$ cat config.mk
export PLATFORM = sky130hd
export DESIGN_NAME = spi_sysbus_ctrl
export DESIGN_NICKNAME = d
export VERILOG_FILES = /design/src/rtl/spi_sb_pkg.sv /design/src/rtl/spi_sb_xact.sv /design/src/rtl/spi_sysbus_ctrl.sv
export SDC_FILE = /design/constraint.sdc
export NUM_CORES = 1
export LEC_CHECK = 0
export ABC_AREA = 1
export BUFFER_PORTS_ARGS = -buffer_cell sky130_fd_sc_hd__buf_2
export CAP_MARGIN = 20
export CORE_UTILIZATION = 40
export CTS_CLUSTER_SIZE = 40
export DETAILED_ROUTE_END_ITERATION = 8
export GPL_ROUTABILITY_DRIVEN = 0
export HOLD_SLACK_MARGIN = 0.05
export SYNTH_ARGS = -nofsm -noshare
export SYNTH_HDL_FRONTEND = slang
export SYNTH_SLANG_ARGS = --single-unit
$ cat constraint.sdc
create_clock -name clk -period 2.3 [get_ports clk]
set_input_delay 0.575 -clock clk [delete_from_list [all_inputs] [get_ports clk]]
set_output_delay 0.575 -clock clk [all_outputs]
set_load 0.05 [all_outputs]
$ cat src/rtl/spi_sb_pkg.sv
// Shared definitions for the SB_SPI system-bus controller.
// Holds the register map, the SPISR bit positions, the arbiter state encoding
// and the helper that maps the init index to its config register address.
package spi_sb_pkg;

  // SB_SPI register map
  localparam logic [7:0] ADR_SPICR0  = 8'h08;
  localparam logic [7:0] ADR_SPICR1  = 8'h09;
  localparam logic [7:0] ADR_SPICR2  = 8'h0A;
  localparam logic [7:0] ADR_SPIBR   = 8'h0B;
  localparam logic [7:0] ADR_SPISR   = 8'h0C;
  localparam logic [7:0] ADR_SPITXDR = 8'h0D;
  localparam logic [7:0] ADR_SPIRXDR = 8'h0E;
  localparam logic [7:0] ADR_SPICSR  = 8'h0F;

  // SPISR bit positions
  localparam int unsigned SR_ROE_BIT  = 1;
  localparam int unsigned SR_RRDY_BIT = 3;
  localparam int unsigned SR_TRDY_BIT = 4;

  // Index of the last config write (CSR)
  localparam logic [2:0] INIT_LAST = 3'd4;

  typedef enum logic [1:0] {
    ST_INIT_WR = 2'd0,
    ST_POLL_SR = 2'd1,
    ST_RD_RXDR = 2'd2,
    ST_WR_TXDR = 2'd3
  } state_e;

  function automatic logic [7:0] init_adr(input logic [2:0] idx);
    logic [7:0] adr;
    adr = ADR_SPICR0;
    case (idx)
      3'd0:    adr = ADR_SPICR0;
      3'd1:    adr = ADR_SPICR1;
      3'd2:    adr = ADR_SPICR2;
      3'd3:    adr = ADR_SPIBR;
      3'd4:    adr = ADR_SPICSR;
      default: adr = ADR_SPICR0;
    endcase
    return adr;
  endfunction

endpackage

$ cat src/rtl/spi_sb_xact.sv
// System-bus transaction engine: raises sb_stb for one transaction, holds the
// address/direction/data stable while it is high, and drops it either the
// cycle after sb_ack or after ACK_TIMEOUT cycles without an ack.
// Ports:
//   clk, rst            clock, synchronous active-high reset
//   start_i             request a transaction (taken only while idle)
//   rw_i/adr_i/dati_i   transaction fields, captured when the strobe starts
//   sb_ack_i            bus acknowledge
//   sb_stb_o/sb_rw_o/sb_adr_o/sb_dati_o  registered bus outputs
//   done_o              transaction acked this cycle
//   timeout_o           transaction abandoned this cycle (no ack in time)
module spi_sb_xact
  import spi_sb_pkg::*;
#(
  parameter int unsigned ACK_TIMEOUT = 255
) (
  input  logic       clk,
  input  logic       rst,
  input  logic       start_i,
  input  logic       rw_i,
  input  logic [7:0] adr_i,
  input  logic [7:0] dati_i,
  input  logic       sb_ack_i,
  output logic       sb_stb_o,
  output logic       sb_rw_o,
  output logic [7:0] sb_adr_o,
  output logic [7:0] sb_dati_o,
  output logic       done_o,
  output logic       timeout_o
);

  // The count is loaded on the first strobe cycle, so the strobe stays high
  // for exactly ACK_TIMEOUT cycles before the terminal count drops it.
  localparam logic [7:0] CNT_LOAD = 8'(ACK_TIMEOUT - 1);

  logic       stb_q, stb_d;
  logic       rw_q, rw_d;
  logic [7:0] adr_q, adr_d;
  logic [7:0] dati_q, dati_d;
  logic [7:0] cnt_q, cnt_d;
  logic       cnt_tc;

  assign cnt_tc = (cnt_q == 8'd0);

  always_comb begin
    stb_d  = stb_q;
    rw_d   = rw_q;
    adr_d  = adr_q;
    dati_d = dati_q;
    cnt_d  = cnt_q;
    if (stb_q) begin
      if (sb_ack_i || cnt_tc) begin
        stb_d = 1'b0;
      end else begin
        cnt_d = cnt_q - 8'd1;
      end
    end else if (start_i) begin
      // Idle for at least one cycle here, which gives the mandatory low gap.
      stb_d  = 1'b1;
      rw_d   = rw_i;
      adr_d  = adr_i;
      dati_d = dati_i;
      cnt_d  = CNT_LOAD;
    end
  end

  always_ff @(posedge clk) begin
    if (rst) begin
      stb_q  <= 1'b0;
      rw_q   <= 1'b0;
      adr_q  <= 8'h00;
      dati_q <= 8'h00;
      cnt_q  <= 8'h00;
    end else begin
      stb_q  <= stb_d;
      rw_q   <= rw_d;
      adr_q  <= adr_d;
      dati_q <= dati_d;
      cnt_q  <= cnt_d;
    end
  end

  assign sb_stb_o  = stb_q;
  assign sb_rw_o   = rw_q;
  assign sb_adr_o  = adr_q;
  assign sb_dati_o = dati_q;
  assign done_o    = stb_q & sb_ack_i;
  assign timeout_o = stb_q & ~sb_ack_i & cnt_tc;

endmodule

$ cat src/rtl/spi_sysbus_ctrl.sv
// SB_SPI system-bus controller: writes the five config registers after reset,
// then polls SPISR and moves bytes between the SPI core and a valid/ready
// RX stream and a valid/ready TX stream, round-robin when both are ready.
// Ports:
//   clk, rst                       clock, synchronous active-high reset
//   sb_stb/sb_rw/sb_adr/sb_dati    system-bus request to SB_SPI
//   sb_dato/sb_ack                 system-bus response from SB_SPI
//   rx_data/rx_valid/rx_ready      received byte stream
//   tx_data/tx_valid/tx_ready      transmit byte stream (tx_ready = consumed)
//   init_done                      config sequence complete
//   err_timeout/err_overrun        sticky error flags
//
// state      | meaning
// ST_INIT_WR | writing config register idx_q (CR0, CR1, CR2, BR, CSR)
// ST_POLL_SR | reading SPISR and choosing the next data transfer
// ST_RD_RXDR | reading SPIRXDR into rx_data
// ST_WR_TXDR | writing tx_data to SPITXDR
module spi_sysbus_ctrl
  import spi_sb_pkg::*;
#(
  parameter logic [7:0]  CR0_VAL     = 8'h00,
  parameter logic [7:0]  CR1_VAL     = 8'h80,
  parameter logic [7:0]  CR2_VAL     = 8'h01,
  parameter logic [7:0]  BR_VAL      = 8'h00,
  parameter logic [7:0]  CSR_VAL     = 8'h00,
  parameter int unsigned ACK_TIMEOUT = 255
) (
  input  logic       clk,
  input  logic       rst,
  output logic       sb_stb,
  output logic       sb_rw,
  output logic [7:0] sb_adr,
  output logic [7:0] sb_dati,
  input  logic [7:0] sb_dato,
  input  logic       sb_ack,
  output logic [7:0] rx_data,
  output logic       rx_valid,
  input  logic       rx_ready,
  input  logic [7:0] tx_data,
  input  logic       tx_valid,
  output logic       tx_ready,
  output logic       init_done,
  output logic       err_timeout,
  output logic       err_overrun
);

  state_e     state_q, state_d;
  logic [2:0] idx_q, idx_d;
  logic [7:0] rx_data_q, rx_data_d;
  logic       rx_valid_q, rx_valid_d;
  logic       init_done_q, init_done_d;
  logic       err_to_q, err_to_d;
  logic       err_ov_q, err_ov_d;
  logic       rr_rx_q, rr_rx_d;     // 1: RX wins the next tie

  logic       x_rw;
  logic [7:0] x_adr;
  logic [7:0] x_dati;
  logic       x_done;
  logic       x_timeout;
  logic [7:0] init_val;
  logic       rx_elig;
  logic       tx_elig;

  always_comb begin
    init_val = CR0_VAL;
    case (idx_q)
      3'd0:    init_val = CR0_VAL;
      3'd1:    init_val = CR1_VAL;
      3'd2:    init_val = CR2_VAL;
      3'd3:    init_val = BR_VAL;
      3'd4:    init_val = CSR_VAL;
      default: init_val = CR0_VAL;
    endcase
  end

  // Request fields for the current state; the engine captures them only when
  // the strobe starts, so a retry after timeout re-issues the same request.
  always_comb begin
    x_rw   = 1'b0;
    x_adr  = ADR_SPISR;
    x_dati = 8'h00;
    case (state_q)
      ST_INIT_WR: begin
        x_rw   = 1'b1;
        x_adr  = init_adr(idx_q);
        x_dati = init_val;
      end
      ST_POLL_SR: x_adr = ADR_SPISR;
      ST_RD_RXDR: x_adr = ADR_SPIRXDR;
      ST_WR_TXDR: begin
        x_rw   = 1'b1;
        x_adr  = ADR_SPITXDR;
        x_dati = tx_data;
      end
      default: x_adr = ADR_SPISR;
    endcase
  end

  spi_sb_xact #(
    .ACK_TIMEOUT(ACK_TIMEOUT)
  ) u_xact (
    .clk       (clk),
    .rst       (rst),
    .start_i   (~rst),
    .rw_i      (x_rw),
    .adr_i     (x_adr),
    .dati_i    (x_dati),
    .sb_ack_i  (sb_ack),
    .sb_stb_o  (sb_stb),
    .sb_rw_o   (sb_rw),
    .sb_adr_o  (sb_adr),
    .sb_dati_o (sb_dati),
    .done_o    (x_done),
    .timeout_o (x_timeout)
  );

  assign rx_elig = sb_dato[SR_RRDY_BIT] & ~rx_valid_q;
  assign tx_elig = sb_dato[SR_TRDY_BIT] & tx_valid;

  always_comb begin
    state_d     = state_q;
    idx_d       = idx_q;
    rx_data_d   = rx_data_q;
    rx_valid_d  = rx_valid_q;
    init_done_d = init_done_q;
    err_to_d    = err_to_q;
    err_ov_d    = err_ov_q;
    rr_rx_d     = rr_rx_q;

    if (rx_valid_q && rx_ready) begin
      rx_valid_d = 1'b0;
    end
    if (x_timeout) begin
      err_to_d = 1'b1;
    end

    case (state_q)
      ST_INIT_WR: begin
        if (x_done) begin
          if (idx_q == INIT_LAST) begin
            init_done_d = 1'b1;
            idx_d       = 3'd0;
            state_d     = ST_POLL_SR;
          end else begin
            idx_d = idx_q + 3'd1;
          end
        end
      end
      ST_POLL_SR: begin
        if (x_done) begin
          if (sb_dato[SR_ROE_BIT]) begin
            err_ov_d = 1'b1;
          end
          if (rx_elig && (!tx_elig || rr_rx_q)) begin
            state_d = ST_RD_RXDR;
            rr_rx_d = 1'b0;
          end else if (tx_elig) begin
            state_d = ST_WR_TXDR;
            rr_rx_d = 1'b1;
          end
        end
      end
      ST_RD_RXDR: begin
        if (x_done) begin
          rx_data_d  = sb_dato;
          rx_valid_d = 1'b1;
          state_d    = ST_POLL_SR;
        end
      end
      ST_WR_TXDR: begin
        if (x_done) begin
          state_d = ST_POLL_SR;
        end
      end
      default: state_d = ST_INIT_WR;
    endcase
  end

  always_ff @(posedge clk) begin
    if (rst) begin
      state_q     <= ST_INIT_WR;
      idx_q       <= 3'd0;
      rx_data_q   <= 8'h00;
      rx_valid_q  <= 1'b0;
      init_done_q <= 1'b0;
      err_to_q    <= 1'b0;
      err_ov_q    <= 1'b0;
      rr_rx_q     <= 1'b1;
    end else begin
      state_q     <= state_d;
      idx_q       <= idx_d;
      rx_data_q   <= rx_data_d;
      rx_valid_q  <= rx_valid_d;
      init_done_q <= init_done_d;
      err_to_q    <= err_to_d;
      err_ov_q    <= err_ov_d;
      rr_rx_q     <= rr_rx_d;
    end
  end

  // Combinational so the pulse lands on the ack cycle itself; gated by rst
  // because the strobe is only cleared at the reset edge.
  assign tx_ready    = ~rst & x_done & (state_q == ST_WR_TXDR);
  assign rx_data     = rx_data_q;
  assign rx_valid    = rx_valid_q;
  assign init_done   = init_done_q;
  assign err_timeout = err_to_q;
  assign err_overrun = err_ov_q;

endmodule

; Yosys cells after proc, flatten, opt, wreduce, memory -nomap -nowiden
; Index checks and enable logic that the tools add are counted.
; Widths: inputs -> output; s select.
[classes]
reduce_logical = 17
bitwise = 11
n_addsub = 2
n_eq_ne = 13
muxes = 22
[ops]
columns = operator, n
row1 = $pmux 8 s2, 2
row2 = $pmux 8 s4, 1
row3 = $mux 8, 2
row4 = $mux 2, 6
row5 = $pmux 3 s4, 1
row6 = $reduce_and 3->1, 3
row7 = $logic_not 8->1, 1
row8 = $mux 1, 8
row9 = $ne 2x2->1 const B, 4
row10 = $sub 8x1->8 const B, 1
row11 = $and 1x1->1, 7
row12 = $eq 3x2->1 const B, 2
row13 = $pmux 2 s3, 1
row14 = $reduce_or 2->1, 3
row15 = $reduce_and 5->1, 1
row16 = $eq 2x2->1 const B, 2
row17 = $not 1->1, 4
row18 = $reduce_and 2->1, 2
row19 = $add 3x1->3 const B, 1
row20 = $eq 3x1->1 const B, 1
row21 = $eq 3x3->1 const B, 1
row22 = $mux 3, 1
row23 = $ne 3x3->1 const B, 1
row24 = $eq 2x1->1 const B, 1
row25 = 6 further kinds, 8
[word_totals]
out_inout_bits = 31
elab_cells = 79
ff_bits = 44

; Longest topological paths before layout
; Gate-level depths: netlist of the first run.
[logic_depth]
ltp_word = 7
depth_mapped = 10
mapped_depth_nobuf = 10

; Modules after synthesis
; A second synthesis of the first run with hierarchy kept.
[unflattened]
hier_cells = 308
hier_area_um2 = 2137.0
[by_module_without_submodules]
columns = module, n_inst, cells_per_inst, area_per_inst_um2
row1 = spi_sb_xact, 1, 162, 1144.8
row2 = spi_sysbus_ctrl, 1, 146, 992.2

; Worst setup path before layout of the first run
; Ideal clock, no wire load.
[synth_timing]
path_kind = input -> output
from = input port rst
to = output port tx_ready
slack_ns = -0.289
arrival_ns = 2.014
n_path_buf = 2
stages = 3
required_time_ns = 1.725
cell_sequence = clkbuf_1 clkbuf_1 nor3_1
[synth_between]
elab_chain_len = 3
[synth_rtl]
columns = item, line_no
row1 = "start, declared", spi_sysbus_ctrl.sv:29  ; input logic rst,
row2 = $not 1->1, spi_sysbus_ctrl.sv:204  ; assign tx_ready = ~rst & x_done & (state_q == ST_WR_TXDR);
row3 = $and 1x1->1 (2 in a row), spi_sysbus_ctrl.sv:204
row4 = "end, declared", spi_sysbus_ctrl.sv:41  ; output logic tx_ready,
; Every way passes these cells.

; Worst setup path in the final report of the first run
[layout_timing]
from = register state_q[1]
to = output port tx_ready
[layout_between]
elab_chain_len = 2
[layout_rtl]
columns = item, line_no
row1 = "start, declared", spi_sysbus_ctrl.sv:47  ; state_e state_q, state_d;
row2 = "start signal, assigned", spi_sysbus_ctrl.sv:191  ; state_q <= state_d;
row3 = $eq 2x2->1, spi_sysbus_ctrl.sv:204
row4 = $and 1x1->1, spi_sysbus_ctrl.sv:204
; Every way passes these cells.

==> metrics.txt, run 1 <==
Mean Syn Cell Area between 7 and 8 um^2; CTS tree built; Yosys reg bits 40; max cap viols 0; crit start category register; I/O Buffers 47; row cnt 25; DRC 0; first-pass GRT wire length ~7100 um; arrival time of the worst setup path 1.47 ns; htree depth 2; crit path cell chain ha_1 -> inv_1 -> nor3_2 -> buf_2; Initial DRC Count 71; clock skew roughly 0.0080 ns; Combinational Power Share 0.144; Async SR Flop Fraction 0; most frequent cell after synthesis nand2_1; setup TNS 0 ns; RSZ-0062 raised after global routing false; CP Class register to output pin; top-area cell type share of the netlist area 0.405; Reg power frac 0.470; Buf+Inv Stages, Crit Path 2; critical path depth 4; CTS Hold Bufs 0; post-synth top area cell dfxtp_1; ys flop type dfxtp_1; number of synthesized flops with an enable pin 0; critical path peak fanout 4; HPWL after detailed placement between 3000 and 4000 um; hold path cells 2; FMAX 490 MHz; full die area about 5200 um^2; final period utilization 0.887; Hold Crit Class register to register; Die X-Extent ~72 um; clk slew on worst S/H paths 0.08 ns; Req. time, crit path about 1.7 ns; CP max-delay cell dfxtp_1; largest net degree at the start of global routing 27; worst slack, placed 0.426 ns; cells resized by post-CTS repair 0; Ys Warns 0; Tot GR Track Use 0.170; worst vdd ir roughly 0.00034 V; max-slew violation count 0; status finished, final reports clean; Bufs on Longest Clock Path 2; Synth Instances 269; CTS Buf Count 5; final setup vio count 0; starting density of the core 0.416; Layout Nets between 300 and 400; Psw roughly 430 uW; FF-to-FF setup slack around 0.80 ns; Fillers 511; Pre-antenna DRT Iters 4; final hold vios 0; Final Cell Area about 2400 um^2; Setup Buffers After CTS 0; worst skew pair latency approximately 0.29 ns; PD cells between 600 and 700 nW/um^2; number of global-route vias before repair roughly 1.6k; Netlist Area Pre-Place a little under 2000 um^2; LEAKAGE 1.15 nW; Sw Ratio 0.273; Sink Count 40; vias per cell about 4.7; CORE AREA 4750 um^2; Placed Area roughly 2300 um^2; min Tclk post-route ~2.0 ns; total global routing overflow 0; Seq/Total Area, Yosys 0.405; clock share of power 0.386; Post-DRT Antenna Nets 0; P_int 1.14 mW; CP max stage delay about 0.38 ns; chip height around 72 um; wire per inst around 11 um; cell chosen for the clock root clkbuf_8; initial antenna violation count 0; I/O pin count between 50 and 60; PnR worst setup slack approximately 0.26 ns; Synth cell types 27; largest delay contributor family on the critical path buffers and inverters; reg2reg path depth 9; area delta synth->final 20.7%; drt total wl ~4300 um; via count 1795; most frequent cells after synthesis 53 x nand2_1, 40 x dfxtp_1, 37 x nor2_1, 29 x inv_1, 26 x nand3_1; Inserted Diodes 0; crit end category output pin; synth top area cells dfxtp_1 40%, nand2_1 10%, nor2_1 7.0%; share of cells above drive strength 1 0.221
[area by class of cell]
| class | instances | area (um^2) | share of cell area |
|---|---|---|---|
| Clock buffer | 6 | 82.6 | 0.0346 |
| Clock inverter | 2 | 38.8 | 0.0162 |
| Inverter | 30 | 113 | 0.0471 |
| Multi-Input combinational cell | 189 | 1010 | 0.424 |
| Sequential cell | 40 | 801 | 0.335 |
| Tap cell | 67 | 83.8 | 0.0351 |
| Timing Repair Buffer | 50 | 258 | 0.108 |
[flip-flops by register name (all words and copies together) (netlist names)]
signal / cells
err_timeout: 1
u_xact.sb_rw_o: 1
u_xact.cnt_q: 8
u_xact.sb_adr_o: 4
idx_q: 3
rr_rx_q: 1
rx_data: 8
u_xact.sb_stb_o: 1
state_q: 2
u_xact.sb_dati_o: 8
rx_valid: 1
err_overrun: 1
init_done: 1
[per-stage QoR]
stage,util,power (mW),hold slack (ns),instances
final,0.502,1.57,0.465,384
after global routing,0.502,1.64,0.479,384
after CTS,0.502,1.59,0.467,384
after detailed placement,0.477,0.978,0.453,376
after global placement,0.477,0.978,0.448,376
after floorplan,-,0.927,0.440,272
[final timing paths]
kind / from / endpoint
max: state_q[1]$_SDFFE_PP0P_ / tx_ready
min: u_xact.cnt_q[0]$_SDFFE_PP0P_ / u_xact.cnt_q[0]$_SDFFE_PP0P_
max reg2reg: state_q[0]$_SDFFE_PP0P_ / state_q[0]$_SDFFE_PP0P_
min reg2reg: u_xact.cnt_q[0]$_SDFFE_PP0P_ / u_xact.cnt_q[0]$_SDFFE_PP0P_
[worst register-to-register path: stages (launching register included)]
cell      delay [ns]
dfxtp_1         0.33
inv_1           0.12
ha_1            0.41
nor2_1          0.09
nand3_1         0.08
nand2_1         0.07
o211ai_1        0.11
nand2_1         0.07
nand2_1         0.07
nor2_1          0.04
[logic make-up after synthesis]
family / Yosys count / synth area share
XOR/XNOR: 1 / 0.00443
flip-flops: 40 / 0.405
other: 1 / 0.00189
adder cells (fa/ha/maj): 11 / 0.0695
AO/OA/AOI/OAI: 43 / 0.132
AND/OR/NAND/NOR: 130 / 0.295
buffers and inverters: 43 / 0.0923
[power by group through the flow]
stage               Sequential [mW]  Combinational [mW]  Clock (mW)
finish                        0.736               0.225       0.605
global route                  0.740               0.250       0.648
CTS                           0.736               0.227       0.625
detailed placement            0.752               0.226           0
global placement              0.752               0.226           0
floorplan                     0.778               0.149           0
[routing by layer]
metal / vias to the layer above / routed length (um) / track usage
li1: 953 / - / -
met2: 33 / 2050 / 0.286
met5: - / 0 / 0
met3: 4 / 155 / 0.0333
met1: 805 / 2020 / 0.217
met4: 0 / 44 / 0.0588
[layout by cell type, fill, tap and decap left out, types with 2 or more instances in the layout]
cell type | Yosys | routed
a21oi_1 | 18 | 18
a22oi_1 | 7 | 7
a31oi_1 | 3 | 3
buf_2 | 2 | 47
buf_4 | 5 | 3
clkbuf_8 | 0 | 6
conb_1 | 1 | 4
dfxtp_1 | 40 | 40
ha_1 | 11 | 11
inv_1 | 29 | 29
nand2_1 | 53 | 53
nand2_2 | 2 | 2
nand3_1 | 26 | 26
nand4_1 | 4 | 4
nor2_1 | 37 | 37
nor2_4 | 5 | 5
o211ai_1 | 2 | 2
o21ai_0 | 9 | 9
(Power assumes the default switching activity.)
==> run 2: changes to the inputs <==
Settings changed: SYNTH_HIERARCHICAL set to 1.
==> metrics.txt, run 2 <==
chip height 75.1 um (+3.8%); clock skew 0.00320 ns (-0.00476 ns); starting density of the core 0.416 (-0.000542); PD cells 672 nW/um^2 (+2.5%); I/O Buffers 51 (+8.5%); hold path cells 2 (unchanged); Final Cell Area 2600 um^2 (+8.7%); Setup crit start state_q[1]$_SDFFE_PP0P_; most frequent cells after synthesis 65 x nor2_1, 50 x nand2_1, 44 x dfxtp_1, 37 x inv_1, 28 x o21ai_0; RR Endpoint u_xact/cnt_q[7]$_SDFFE_PP0P_; Initial DRC Count 102 (+44%); critical path capture point tx_ready; Seq/Total Area, Yosys 0.412 (+0.00763); setup TNS 0 ns (unchanged); Fillers 563 (+10%); PnR worst setup slack 0.360 ns (+0.101 ns); crit start category register; clk slew on worst S/H paths 0.08 ns (about the same); CP max stage delay 0.38 ns (about the same); Sink Count 44 (+10%); Slew headroom 0.647; final period utilization 0.844 (-0.0438); top-area cell type share of the netlist area 0.412 (+0.00763); CORE AREA 5140 um^2 (+8.1%); LEAKAGE 1.33 nW (+16%); Synth Instances 308 (+14%); Setup Buffers After CTS 0 (unchanged); CTS tree built; ys flop type dfxtp_1; most frequent cells in the layout 65 x nor2_1, 51 x buf_2, 50 x nand2_1, 44 x dfxtp_1, 37 x inv_1; Tot GR Track Use 0.177 (+0.00696); status finished, final reports clean; drt total wl 4660 um (+9.2%); largest delay contributor family on the critical path flip-flops; DRC 0 (unchanged); most frequent cell after synthesis nor2_1; cell chosen for the clock root clkbuf_8; most common cell after layout, fill and taps aside nor2_1; max-slew violation count 0 (unchanged); min Tclk post-route 1.94 ns (-0.101 ns); Buf+Inv Stages, Crit Path 2 (unchanged); I/O pin count 52 (unchanged); arrival time of the worst setup path 1.37 ns (-0.10 ns); Req. time, crit path 1.73 ns (about the same); critical path peak fanout 4 (unchanged); cells resized by post-CTS repair 0 (unchanged); total global routing overflow 0 (unchanged); initial antenna violation count 0 (unchanged); reg2reg start u_xact/cnt_q[0]$_SDFFE_PP0P_; Yosys reg bits 44 (+10%); first-pass GRT wire length 7710 um (+9.3%); Synth cell types 25 (-7.4%); CTS Hold Bufs 0 (unchanged); final hold vios 0 (unchanged); CP max-delay cell dfxtp_1; Hold Crit Class register to register; RSZ-0062 raised after global routing false; Layout Nets 398 (+14%); Async SR Flop Fraction 0 (unchanged); Pre-antenna DRT Iters 4 (unchanged); Inserted Diodes 0 (unchanged); crit path cell chain ha_1 -> inv_1 -> nor3_2 -> buf_2; crit end category output pin; area delta synth->final 21.5%; final setup vio count 0 (unchanged); wire per inst 10.7 um (-4.1%); HPWL after detailed placement 3450 um (+11%); largest net degree at the start of global routing 20 (-26%); max cap viols 0 (unchanged); Ys Warns 6 (+6); CP Class register to output pin; post-synth top area cell dfxtp_1; area of the multi-input gates 1070 um^2 (+5.4%); FF-to-FF setup slack 0.72 ns (-0.08 ns); via count 2006 (+12%); row cnt 26 (+4.0%); Netlist Area Pre-Place 2140 um^2 (+8.0%); Mean Syn Cell Area 6.94 um^2 (-5.7%); number of synthesized flops with an enable pin 0 (unchanged); WHS 0.462 ns (-0.00280 ns); number of global-route vias before repair 1769 (+13%); Worst-Margin Slew between 0.5 and 0.6 ns; vias per cell 4.59 (-1.8%); reg2reg path depth 7 (-2); Bufs on Longest Clock Path 2 (unchanged); full die area 5640 um^2 (+7.7%); FMAX 515 MHz (+5.2%); synth top area cells dfxtp_1 41%, nor2_1 11%, nand2_1 8.8%; worst slack, placed 0.391 ns (-0.0354 ns); Post-DRT Antenna Nets 0 (unchanged); Die X-Extent 75.1 um (+3.8%); share of cells above drive strength 1 0.215 (-0.00556); CTS Buf Count 5 (unchanged); worst skew pair latency 0.29 ns (about the same); htree depth 2 (unchanged); worst vdd ir 0.000296 V (-14%); Reg area 881 um^2 (+10%); critical path depth 4 (unchanged); Final Util 0.505 (+0.00299); Placed Area 2490 um^2 (+9.8%)
-- run 2: cell types whose count changed in the layout (fill, tap and decap cells not counted), moves of 4 or more --
cell,change
dfxtp_1,+4
o21ai_0,+19
buf_2,+4
a22oi_1,-7
inv_1,+8
nor2_1,+28
inv_2,+4
nor2_4,-5
-- run 2: cell families after synthesis --
| logic type | synth area share |
|---|---|
| adder cells (fa/ha/maj) | 0.0644 |
| flip-flops | 0.412 |
| buffers and inverters | 0.0960 |
| other | 0.00351 |
| AND/OR/NAND/NOR | 0.300 |
| AO/OA/AOI/OAI | 0.124 |
-- run 2: final cells by class --
class	instances	share of cell area
Inverter	41	0.0592
Clock buffer	6	0.0279
Timing Repair Buffer	57	0.116
Clock inverter	2	0.0135
Multi-Input combinational cell	217	0.411
Sequential cell	44	0.339
Tap cell	70	0.0337
-- run 2: how the worst min path moves through the flow --
stage / endpoint / startpoint / slack (ns)
after global routing: err_overrun$_SDFFE_PP0P_ / err_overrun$_SDFFE_PP0P_ / 0.49
final: err_overrun$_SDFFE_PP0P_ / err_overrun$_SDFFE_PP0P_ / 0.46
after global placement: err_overrun$_SDFFE_PP0P_ / err_overrun$_SDFFE_PP0P_ / 0.44
after floorplan: rr_rx_q$_SDFFE_PP1P_ / rr_rx_q$_SDFFE_PP1P_ / 0.44
after CTS: err_overrun$_SDFFE_PP0P_ / err_overrun$_SDFFE_PP0P_ / 0.46
after detailed placement: err_overrun$_SDFFE_PP0P_ / err_overrun$_SDFFE_PP0P_ / 0.45
-- run 2: per-layer routing --
metal	wire, um	vias to the layer above	global-route usage
met3	164	5	0.0321
met4	61	0	0.0566
met2	2220	37	0.301
met1	2210	889	0.227
met5	0	-	0
li1	-	1075	-
-- run 2: power by group --
part | internal [mW] | switching [mW]
clock network | 0.323 | 0.267
registers | 0.801 | 0.0270
logic | 0.0987 | 0.230
total | 1.22 | 0.524
-- run 2: per-stage QoR --
step | cells | power [mW]
after floorplan | 311 | 1.09
after global placement | 429 | 1.17
after detailed placement | 429 | 1.18
after CTS | 437 | 1.76
after global routing | 437 | 1.84
final | 437 | 1.75
-- run 2: worst min-delay path, delay by kind of cell, from the launching register on --
kind,cells,cell delay (ns)
buffers and inverters,1,0.05
AO/OA/AOI/OAI,1,0.05
flip-flops,1,0.32
